[config.mk]
export PLATFORM = sky130hd
export DESIGN_NAME = mux8_frame_sequencer
export DESIGN_NICKNAME = d
export VERILOG_FILES = /design/src/rtl/mux8_frame_sequencer.sv
export SDC_FILE = /design/constraint.sdc
export NUM_CORES = 1
export LEC_CHECK = 0
export CAP_MARGIN = 20
export CORE_UTILIZATION = 41
export CTS_CLUSTER_DIAMETER = 200
export CTS_CLUSTER_SIZE = 30
export DETAILED_ROUTE_END_ITERATION = 8
export PLACE_DENSITY_LB_ADDON = 0.12
export SLEW_MARGIN = 40
export SYNTH_ARGS = -nofsm -noshare
export SYNTH_HDL_FRONTEND = slang
export SYNTH_SLANG_ARGS = --single-unit
[constraint.sdc]
create_clock -name clk -period 5.1 [get_ports clk]
set_clock_uncertainty 0.1 [all_clocks]
set_input_delay 1.02 -clock clk [delete_from_list [all_inputs] [get_ports clk]]
set_output_delay 1.02 -clock clk [all_outputs]
set_load 0.05 [all_outputs]
[src/rtl/mux8_frame_sequencer.sv]
// Serializes 8-bit words onto the 8:1 mux select, one bit per BIT_CYCLES clocks.
// Define SEL_MSB_FIRST_EN to step Sel 7..0 instead of 0..7.
module mux8_frame_sequencer #(
    parameter int BIT_CYCLES = 1
) (
    input  logic       clk,
    input  logic       rst_n,
    input  logic       in_valid,
    input  logic [7:0] in_data,
    output logic       in_ready,
    input  logic       pause,
    output logic [7:0] A,
    output logic [2:0] Sel,
    output logic       bit_valid,
    output logic       bit_first,
    output logic       bit_last,
    output logic       busy
);

    localparam int CW = (BIT_CYCLES > 1) ? $clog2(BIT_CYCLES) : 1;
    localparam logic [CW-1:0] CYC_LAST = CW'(BIT_CYCLES - 1);

`ifdef SEL_MSB_FIRST_EN
    localparam logic [2:0] SEL_FIRST = 3'd7;
    localparam logic [2:0] SEL_LAST  = 3'd0;
`else
    localparam logic [2:0] SEL_FIRST = 3'd0;
    localparam logic [2:0] SEL_LAST  = 3'd7;
`endif

    typedef enum logic {IDLE, SHIFT} state_t;

    state_t        state_q, state_d;
    logic [7:0]    a_q, a_d;
    logic [2:0]    sel_q, sel_d;
    logic [CW-1:0] cyc_q, cyc_d;

    logic shifting;
    logic cyc_end;
    logic word_end;
    logic load;

    always_comb begin
        shifting = (state_q == SHIFT);
        cyc_end  = (cyc_q == CYC_LAST);
        word_end = shifting && cyc_end && (sel_q == SEL_LAST);
        in_ready = !shifting || (word_end && !pause);
        load     = in_valid && in_ready;
    end

    always_comb begin
        state_d = state_q;
        a_d     = a_q;
        sel_d   = sel_q;
        cyc_d   = cyc_q;
        if (load) begin
            state_d = SHIFT;
            a_d     = in_data;
            sel_d   = SEL_FIRST;
            cyc_d   = '0;
        end else if (shifting && !pause) begin
            if (cyc_end) begin
                cyc_d = '0;
                // Without a follow-on word, Sel parks on the last index in IDLE.
                if (sel_q == SEL_LAST) begin
                    state_d = IDLE;
                end else begin
`ifdef SEL_MSB_FIRST_EN
                    sel_d = sel_q - 3'd1;
`else
                    sel_d = sel_q + 3'd1;
`endif
                end
            end else begin
                cyc_d = cyc_q + CW'(1);
            end
        end
    end

    always_ff @(posedge clk or negedge rst_n) begin
        if (!rst_n) begin
            state_q <= IDLE;
            a_q     <= 8'h00;
            sel_q   <= 3'd0;
            cyc_q   <= '0;
        end else begin
            state_q <= state_d;
            a_q     <= a_d;
            sel_q   <= sel_d;
            cyc_q   <= cyc_d;
        end
    end

    assign A         = a_q;
    assign Sel       = sel_q;
    assign bit_valid = shifting;
    assign busy      = shifting;
    assign bit_first = shifting && (sel_q == SEL_FIRST);
    assign bit_last  = shifting && (sel_q == SEL_LAST);

endmodule

==> results.md <==
* DIE AREA at 1590 µm²
* Worst hold margin at 0.418 ns
* CP Data Arrival Time at 2.53 ns
* # DRC at 0
* CP max stage cell: clkdlybuf4s50_1
* Max Slew Vio Count at 0
* Final Power at 0.000602 W
* Static Leak at 0.405 nW
* Drt first pass iters at 2
* Die width at 39.8 µm
* Crit-path most repeated cell: clkdlybuf4s50_1
* Mapped Area at 587 µm²
* Syn Nets at 54
* # clock sinks at 12
* Final hold violations at 0
* Post-CTS Setup Inserts at 0
* Startpoint types: input pin
* Final TNS setup at 0 ns
* Total grt overflow at 0
* I/O pins at 28
* Wire per inst at 12.5 µm
* Initial antenna violation count at 0
* Final Wtd Congestion at 0.600
* Crit path kind: input pin to output pin
* # hold bufs at CTS at 0
* Post-synthesis sequential area ratio at 51.2%
* Final Net Count at 85
* Via-per-instance ratio at 4.80
* # diodes at 0
* # rows at 13
* Max frequency at 274 MHz
* Measured slew at the worst slew-check pin at 0.515 ns
* H-tree Lvls at 1
* Root Driver: clkbuf_4
* GR Util met1 at 21.4%
* CP Capture Type: output pin
* Synth area leader: dfrtp_1
* Fraction of registers with async set/reset at 100%
* Worst path max stage delay at 0.80 ns
* Main area contributors after synthesis: dfrtp_1, mux2_4, ha_1, a21boi_4, a22o_1
* First-pass GRT wire length at 1610 µm
* Clk Latency, worst-skew pair at 0.26 ns
* Relative slew margins at 65.5%
* Syn Inst Count at 39
* RSZ-0062 raised after global routing: no
* Crit path time final at 3.65 ns
* Met3 Use GR at 3.98%
* Max Root-Sink Buffers at 2
* Pin count of the biggest net entering global routing at 13
* Register area at 300 µm²
* Fillers at 100
* ANT nets after route at 0
* Top_reg_cell synth: dfrtp_1
* Vias in the first global route at 379
* Vias at 398
* Met2 Use GR at 24.6%
* Share of layout cells above drive strength 1 at 23.5%
* Cell Pwr Density at 676 nW/µm²
* GRT Overall Usage at 16.9%
* Fin crit share at 71.5%
* Yosys warning count at 0
* Worst vdd ir at 0.000381 V
* Initial Util at 44.5%
* DIE HEIGHT at 39.8 µm
* Routed WL at 1040 µm
* Most common cell in the netlist: dfrtp_1
* Multi-input gate area at 272 µm²
* Post-synth EDFFs at 0
* #FFs+latches synth at 12
* Hold Crit Class: register to register
* Critical Path RT at 3.98 ns
* Max cap viols at 0
* Post-synth top cells: dfrtp_1, mux2_4, ha_1
* Area growth syn-to-layout at 51.8%
* Crit Path Max Fanout at 3
* Drt initial violations at 7
* CTS buffer count at 3
* Buffers & Inverters on Critical Path at 2
* Clock slew seen by the registers of the worst setup and hold paths at 0.07 ns
* Synth unique cells at 16
* Outcome: finished, final reports clean
* Syn avg cell area at 15.0 µm²
* Final setup violating endpoints at 0
* Share of the synthesized area in the top cell type at 51.2%
* Crit path max-delay family: buffers and inverters
* Worst path cell trace: clkdlybuf4s50_1 > nand2b_4 > nand2_1 > clkdlybuf4s50_1
* I/O Buffers at 27
* Core outline area at 1320 µm²
* GRT busiest layer: met2
* # resized after CTS at 0
* CTS tree: yes
per-layer routing:
metal  up-vias  share of wire (%)
met1       187                 48
li1        192                  -
met5         -                  0
met4         0               0.77
met3         2                5.2
met2        17                 46
metrics by stage:
stage / setup slack (ns) / utilization [%] / instances / cell area [µm²]
CTS: 1.45 / 67.6 / 83 / 891
detailed placement: 1.46 / 65.9 / 80 / 868
floorplan: 2.46 / - / 39 / 587
finish: 1.45 / 67.6 / 83 / 891
global placement: 1.47 / 65.9 / 80 / 868
global route: 1.39 / 67.6 / 83 / 891
cell families after synthesis:
logic type	share of synthesized area, %
simple gates	10.4
compound gates	7.04
buf+inv	2.56
fa+ha+maj	6.40
flops	51.2
mux	22.4
worst paths after layout:
path | start | to | slack [ns] | cells after the start
max in group asynchronous | rst_n | Sel[2] | 3.56 | 1
hold / removal | A[4] | A[4] | 0.42 | 1
setup reg to reg | Sel[0] | A[6] | 3.31 | 5
hold reg to reg | A[4] | A[4] | 0.42 | 1
setup / recovery | pause | in_ready | 1.45 | 4
min in group asynchronous | rst_n | A[3] | 1.00 | 1
worst register-to-register path: stages (launching register included):
cell and delay (ns):
dfrtp_1 0.41, ha_1 0.17, ha_1 0.21, nand2b_4 0.08, a21boi_4 0.36, mux2_4 0.34
cell usage in the layout (no fill, tap or decap):
cell	instances
clkdlybuf4s50_1	27
and2b_1	1
nand2_1	2
and2_2	1
o21ai_1	1
a22o_1	2
inv_1	2
and2b_4	1
mux2_2	1
ha_1	3
and3b_1	1
nand2b_4	1
mux2_4	8
dfrtp_1	12
nand2b_1	1
clkbuf_4	3
a21boi_4	1
flip-flops by register name, summed over array words and instances (netlist names):
| register | count |
|---|---|
| A | 8 |
| bit_valid | 1 |
| Sel | 3 |
power by group:
group | switching, W | leakage [nW] | internal [W]
registers | 0.0000306 | 0.143 | 0.000137
logic | 0.000225 | 0.248 | 0.000155
clock network | 0.0000264 | 0.0138 | 0.0000272
layout make-up:
cell class / count / share of cell area, %
clock buffer: 3 / 2.53
inverter: 2 / 0.843
multi-input combinational: 24 / 30.5
sequential: 12 / 33.7
tap: 15 / 2.11
timing repair buffer: 27 / 30.3
(Power assumes the default switching activity.)
